### src/rtl/clk_burst_ctrl.sv
// clk_burst_ctrl
// Emits a counted burst of N square-wave periods on `out`. Each half-period
// lasts H clk cycles. When the burst ends, `out` returns to 0 and completion
// is reported. A running burst can be aborted.
//
// Ports
//   clk        : system clock, rising edge
//   rst_n      : asynchronous active-low reset
//   start      : burst request, acted on only in IDLE
//   abort      : stop a running burst; also drops a coincident start in IDLE
//   div_half   : half-period H in clk cycles (0 treated as 1), latched at start
//   burst_len  : number of full periods N, latched at start
//   out        : gated divided clock (registered)
//   busy       : high while a burst runs
//   done       : one-cycle pulse on normal completion (or immediate, for N=0)
//   aborted    : one-cycle pulse when a running burst is aborted
//   period_cnt : completed periods of the current or last burst
module clk_burst_ctrl #(
  parameter int CNT_W   = 8,
  parameter int BURST_W = 8
) (
  input  logic               clk,
  input  logic               rst_n,
  input  logic               start,
  input  logic               abort,
  input  logic [CNT_W-1:0]   div_half,
  input  logic [BURST_W-1:0] burst_len,
  output logic               out,
  output logic               busy,
  output logic               done,
  output logic               aborted,
  output logic [BURST_W-1:0] period_cnt
);

  typedef enum logic {IDLE = 1'b0, RUN = 1'b1} state_t;

  state_t             state_q, state_d;
  logic [CNT_W-1:0]   half_q, half_d;
  logic [CNT_W-1:0]   hcnt_q, hcnt_d;
  logic [BURST_W-1:0] len_q, len_d;
  logic [BURST_W-1:0] pcnt_q, pcnt_d;
  logic               out_q, out_d;
  logic               busy_q, busy_d;
  logic               done_q, done_d;
  logic               aborted_q, aborted_d;

  logic [CNT_W-1:0]   half_eff;
  logic [BURST_W-1:0] pcnt_inc;

  always_ff @(posedge clk or negedge rst_n) begin
    if (!rst_n) begin
      state_q   <= IDLE;
      half_q    <= '0;
      hcnt_q    <= '0;
      len_q     <= '0;
      pcnt_q    <= '0;
      out_q     <= 1'b0;
      busy_q    <= 1'b0;
      done_q    <= 1'b0;
      aborted_q <= 1'b0;
    end else begin
      state_q   <= state_d;
      half_q    <= half_d;
      hcnt_q    <= hcnt_d;
      len_q     <= len_d;
      pcnt_q    <= pcnt_d;
      out_q     <= out_d;
      busy_q    <= busy_d;
      done_q    <= done_d;
      aborted_q <= aborted_d;
    end
  end

  always_comb begin
    state_d   = state_q;
    half_d    = half_q;
    hcnt_d    = hcnt_q;
    len_d     = len_q;
    pcnt_d    = pcnt_q;
    out_d     = out_q;
    busy_d    = busy_q;
    done_d    = 1'b0;
    aborted_d = 1'b0;
    // A zero half-period would never toggle, so it behaves as one cycle.
    half_eff  = (div_half == '0) ? CNT_W'(1) : div_half;
    pcnt_inc  = pcnt_q + BURST_W'(1);

    unique case (state_q)
      IDLE: begin
        // Abort in IDLE suppresses a coincident start and produces no pulse.
        if (start && !abort) begin
          pcnt_d = '0;
          if (burst_len == '0) begin
            done_d = 1'b1;
          end else begin
            half_d  = half_eff;
            len_d   = burst_len;
            hcnt_d  = half_eff - CNT_W'(1);
            out_d   = 1'b1;
            busy_d  = 1'b1;
            state_d = RUN;
          end
        end
      end
      RUN: begin
        if (abort) begin
          // Abort outranks a completion on the same edge; period_cnt holds.
          out_d     = 1'b0;
          busy_d    = 1'b0;
          aborted_d = 1'b1;
          state_d   = IDLE;
        end else if (hcnt_q != '0) begin
          hcnt_d = hcnt_q - CNT_W'(1);
        end else begin
          hcnt_d = half_q - CNT_W'(1);
          if (out_q) begin
            out_d = 1'b0;
          end else begin
            // Low-to-high transition closes a full period.
            pcnt_d = pcnt_inc;
            if (pcnt_inc == len_q) begin
              out_d   = 1'b0;
              busy_d  = 1'b0;
              done_d  = 1'b1;
              state_d = IDLE;
            end else begin
              out_d = 1'b1;
            end
          end
        end
      end
      default: state_d = IDLE;
    endcase
  end

  assign out        = out_q;
  assign busy       = busy_q;
  assign done       = done_q;
  assign aborted    = aborted_q;
  assign period_cnt = pcnt_q;

endmodule

### config.mk
export PLATFORM = sky130hd
export DESIGN_NAME = clk_burst_ctrl
export DESIGN_NICKNAME = d
export VERILOG_FILES = /design/src/rtl/clk_burst_ctrl.sv
export SDC_FILE = /design/constraint.sdc
export NUM_CORES = 1
export LEC_CHECK = 0
export CORE_MARGIN = 1.5
export CORE_UTILIZATION = 50
export DETAILED_ROUTE_END_ITERATION = 6
export PLACE_DENSITY_LB_ADDON = 0.08
export SYNTH_ARGS = -nofsm -noshare
export SYNTH_HDL_FRONTEND = slang
export SYNTH_SLANG_ARGS = --single-unit
### constraint.sdc
create_clock -name clk -period 5.9 [get_ports clk]
set_input_delay 1.18 -clock clk [delete_from_list [all_inputs] [get_ports clk]]
set_output_delay 1.18 -clock clk [all_outputs]
set_load 0.01 [all_outputs]
; ---- Yosys cells after proc, flatten, opt, wreduce, memory -nomap -nowiden
; Index checks and enable logic that the tools add are counted.
[word_totals]
regBits = 37
input_bits = 20
out_inout_bits = 12
elab_cells = 72
[op_classes]
n_addsub = 4
n_eq_ne = 9
mux = 38
bitwise = 2
reduce_logical = 10
[ops]
columns = op, n
row1 = $mux 8, 9
row2 = $pmux 8 s2, 2
row3 = $sub 8x1->8 const B, 3
row4 = $mux 1, 23
row5 = $logic_not 8->1, 2
row6 = $ne 2x2->1 const B, 5
row7 = $reduce_and 3->1, 3
row8 = $add 8x1->8 const B, 1
row9 = $eq 8x8->1, 1
row10 = $pmux 1 s2, 4
row11 = $reduce_bool 8->1, 1
row12 = $ne 3x3->1 const B, 2
row13 = $reduce_and 5->1, 1
row14 = $reduce_and 4->1, 1
row15 = $ne 3x2->1 const B, 1
row16 = $not 1->1, 2
row17 = $logic_and 1x1->1, 1
row18 = $logic_not 1->1, 1

; ---- Logic depth before layout (Yosys ltp)
[logic_depth]
ltp_word = 7
depth_mapped = 8
ltp_nobuf = 7

; ---- Worst setup path after synthesis
; Ideal clock, no wire load.
[synth_timing]
path_kind = input -> register
startpoint = input port div_half[2]
endpoint = register hcnt_q[4]
setup_ps = 126
arrival_time_ps = 2909
required_time_ps = 5774
slack_ps = 2865
path_stages = 7
n_path_buf = 0
cell_sequence = or4_4 -> o41a_1 -> or2_2 -> ha_1 -> o211ai_1 -> xor2_1 -> a21oi_1
[synth_via]
elab_chain_len = 6
[synth_lines]
columns = element, line
row1 = from (decl), 26  ; input logic [CNT_W-1:0] div_half,
row2 = $logic_not 8->1, 85  ; half_eff = (div_half == '0) ? CNT_W'(1) : div_half;
row3 = $mux 8 (*), 85
row4 = $sub 8x1->8 (*), 98  ; hcnt_d = half_eff - CNT_W'(1);
row5 = $mux 8 (*), 93  ; if (burst_len == '0) begin
row6 = $mux 8 (*), 91  ; if (start && !abort) begin
row7 = $pmux 8 s2 (*), 88  ; unique case (state_q)
row8 = to (signal assigned), 64  ; hcnt_q <= hcnt_d;
row9 = to (decl), 39  ; logic [CNT_W-1:0] hcnt_q, hcnt_d;
; Every way passes the cells marked *; elsewhere a longest branch is shown, timed or not. The select of a mux whose other input is x is not followed.
; A chain may end at the register's enable or synchronous reset.

; ---- Worst setup path after layout
[layout_timing]
startpoint = input port div_half[2]
endpoint = register hcnt_q[6]
; The elaborated chain is that of the path after synthesis.

==> impl_metrics.csv <==
group,metric,value,unit
status,status,"finished clean",
final_layout,multi_input_area,1140,um2
timing,finalClockSkew,0.00626,ns
hold_path,worstHoldStart,"half_q[6]$_DFFE_PN0P_",
setup_path,end_kind,"flip-flop",
run,drv_cap,0,
setup_path,reg2reg_slack,3.26,ns
timing,hold_viol_final,0,
final_layout,drive_gt1_frac,0.125,
synthesis,ys_types,44,
synthesis,synth_compound_area_frac,0.186,
global_routing,grt_pass1_vias,1605,
floorplanning,chipHeight,68.4,um
setup_path,r2r_start,"state_q$_DFF_PN0_",
global_routing,grt_pass1_wl,7880,um
synthesis,yosys.area_share.adder,0.0117,
drt,firstDrtPassIters,4,
cts,numCtsBuffers,5,
floorplanning,io_pins,32,
synthesis,yosysTopAreaCell,"dfrtp_1",
cts,cts_resized,0,
cts,clkLatencyLatePin,0.29,ns
hold_path,min_to,"half_q[6]$_DFFE_PN0P_",
cts,cts_sinks,37,
synthesis,ys_warn_count,0,
synthesis,netlist_instances,222,
timing,fmax,0.293,GHz
setup_path,critPathArrivalTime,3.56,ns
timing,fin_setup_tns,0,ns
floorplanning,dieArea,4680,um2
final_layout,fin_util,0.630,
pwr,combPwrFrac,0.224,
setup_path,crit_path_cell_trace,"clkdlybuf4s50_1, or4_4, o41a_1, or2_2, ha_1, o21ai_0, xor2_1, a21oi_1",
setup_path,critPathLaunch,"div_half[2]",
floorplanning,start_util,0.528,
timing,timing.final.crit_share,0.578,
pwr,switchingPower,0.216,mW
final_layout,diodes,0,
global_routing,overflow,0,
placed_design,gp_congestion,0.901,
final_layout,nNetsFinal,269,
global_routing,grt_usage,0.230,
hold_path,min_path_type,"flip-flop to flip-flop",
drt,drc_errors,0,
pwr,switching_share,0.306,
final_layout,fill_cells,340,
setup_path,critical_path_required,6.05,ns
synthesis,ys_seq_elements,37,
floorplanning,core,4060,um2
synthesis,syn-cell-area,2140,um2
cts,cts.reportedPaths.clkPinSlew,0.07,ns
synthesis,synth_top_family_by_area,"simple AND/OR/NAND/NOR gates",
pwr,peakVddDrop,151,uV
timing,rsz0062_at_grt,"false",
drt,routed_wirelength,4720,um
pwr,powerDensity,276,nW/um2
synthesis,yosys.area_share.simple,0.188,
hold_path,min_path_cells,1,
synthesis,synth_xor_area_frac,0.0614,
placed_design,dp_hpwl,3440,um
synthesis,synth_edf_count,0,
setup_path,cp_slowest_stage_delay,0.58,ns
cts,post_cts_buffers,0,
cts,root_buffer,"clkbuf_8",
final_layout,regArea,926,um2
synthesis,ys.flop_type,"dfrtp_1",
setup_path,cp_max_fo,4,
final_layout,area_growth,19.3,%
timing,finalSetupViolations,0,
cts,cts_tree,"done",
pwr,internal-power,0.489,mW
pwr,p_leak,1.00,nW
floorplanning,num_rows,23,
drt,vias,1795,
synthesis,syn-num-nets,244,
setup_path,regToRegEndpoint,"hcnt_q[6]$_DFFE_PN0P_",
timing,period_needed,3.41,ns
drt,antenna_left,0,
synthesis,synth_top_area_share,0.432,
pwr,clock_power_share,0.277,
drt,wl_per_cell,15.8,um
drt,routed_via_density,6.02,
synthesis,async_reset_ff_frac,1.00,
placed_design,portBuffers,31,
synthesis,synthMuxAreaShare,0.0883,
setup_path,worst_setup_path_start_kind,"input pin",
synthesis,synth-seq-area-share,0.432,
global_routing,antenna_found_initial,0,
setup_path,rr_worst_depth,7,
drt,drt_iter0_drc,156,
timing,timing.slew.headroom,0.450,
timing,drv_slew,0,
setup_path,critical-path-slowest-cell,"or4_4",
floorplanning,die-width,68.4,um
synthesis,avgSynthCellArea,9.64,um2
timing,worst_pin_slew,0.825,ns
cts,hold_buffers,0,
global_routing,grt_max_degree,38,
cts,htree_levels,2,
pwr,seqPwrFrac,0.499,
setup_path,criticalPathCategory,"input pin to flip-flop",
synthesis,synth_area_leaders,"dfrtp_1, mux2_2, nor2_1",
cts,cts_buffer_depth,2,
[final cells by class]
| cell class | instances | area share |
|---|---|---|
| Multi-Input combinational cell | 168 | 0.448 |
| Sequential cell | 37 | 0.362 |
| Timing Repair Buffer | 31 | 0.119 |
| Clock buffer | 7 | 0.0377 |
| Tap cell | 50 | 0.0245 |
| Inverter | 4 | 0.00588 |
| Clock inverter | 1 | 0.00196 |
[cells in the final DEF, fill, tap and decap left out, types with 5 or more instances in the layout]
master,Yosys,layout
dfrtp_1,37,37
clkdlybuf4s50_1,0,30
nor2_1,27,27
nand2_1,16,16
mux2_2,15,15
o21ai_0,13,13
a21oi_1,11,11
xnor2_1,8,8
xor2_1,7,7
clkbuf_8,0,7
nor4_1,6,6
nor2b_1,6,6
nand3_1,5,5
o31ai_1,5,5
[worst max-delay path: cells and delay by family]
family,cells,cell delay [ns]
adders and majority gates,1,0.26
and+or+nand+nor,2,0.89
xor gates and xnor gates,1,0.18
buffers and inverters,1,0.46
AOI/OAI and AO/OA,3,0.60
[stage by stage]
| stage | hold WS (ns) | instance area, um2 | setup WS, ns | power (mW) | cells |
|---|---|---|---|---|---|
| CTS | 0.520 | 2550 | 2.50 | 0.709 | 298 |
| detailed placement | 0.504 | 2450 | 2.20 | 0.515 | 290 |
| finish | 0.511 | 2550 | 2.49 | 0.705 | 298 |
| global placement | 0.495 | 2450 | 2.20 | 0.513 | 290 |
| global route | 0.527 | 2550 | 2.34 | 0.745 | 298 |
| floorplan | 0.481 | 2140 | 2.86 | 0.456 | 222 |
[flip-flops by register name (all words and copies together) (netlist names)]
signal and cells:
half_q 8, period_cnt 8, hcnt_q 8, out 1, state_q 1, busy 1, aborted 1, done 1
len_q 8
[how the worst max path moves through the flow]
stage / to / slack (ns)
floorplan: hcnt_q[4]$_DFFE_PN0P_ / 2.86
global placement: hcnt_q[4]$_DFFE_PN0P_ / 2.20
detailed placement: hcnt_q[6]$_DFFE_PN0P_ / 2.20
CTS: hcnt_q[6]$_DFFE_PN0P_ / 2.50
global route: hcnt_q[3]$_DFFE_PN0P_ / 2.34
finish: hcnt_q[6]$_DFFE_PN0P_ / 2.49
[cells by family after synthesis]
group | after synthesis
adders and majority gates | 2
buffers and inverters | 17
and+or+nand+nor | 79
muxes | 17
xor gates and xnor gates | 15
DFF | 37
AOI/OAI and AO/OA | 55
[synth_stat cells (all sizes together) (3+ instances only)]
library cell and number:
a21oi 11, a221o 3, a221oi 3, a22o 3, buf 6, clkbuf 7, dfrtp 37, inv 4
mux2 15, nand2 16, nand3 5, nor2 27, nor2b 6, nor3 3, nor4 8, o211a 3
o21ai 13, o31ai 5, or2 4, or4 5, xnor2 8, xor2 7
[per-layer routing]
metal | vias to the layer above | wire, um | GRT usage | part of all wire
li1 | 864 | - | - | -
met1 | 874 | 2360 | 0.343 | 0.50
met2 | 52 | 2060 | 0.331 | 0.44
met3 | 5 | 249 | 0.0428 | 0.053
met4 | 0 | 55 | 0.0800 | 0.012
met5 | - | 0 | 0 | 0
[power groups by stage]
stage / Clock, mW / Sequential, mW / Combinational, mW
4_1_cts: 0.198 / 0.351 / 0.160
5_1_grt: 0.210 / 0.359 / 0.176
2_1_floorplan: 0 / 0.339 / 0.117
3_5_place_dp: 0 / 0.356 / 0.159
6_report: 0.195 / 0.352 / 0.158
3_3_place_gp: 0 / 0.356 / 0.157
Note: power is estimated with default switching activity, not from simulation.
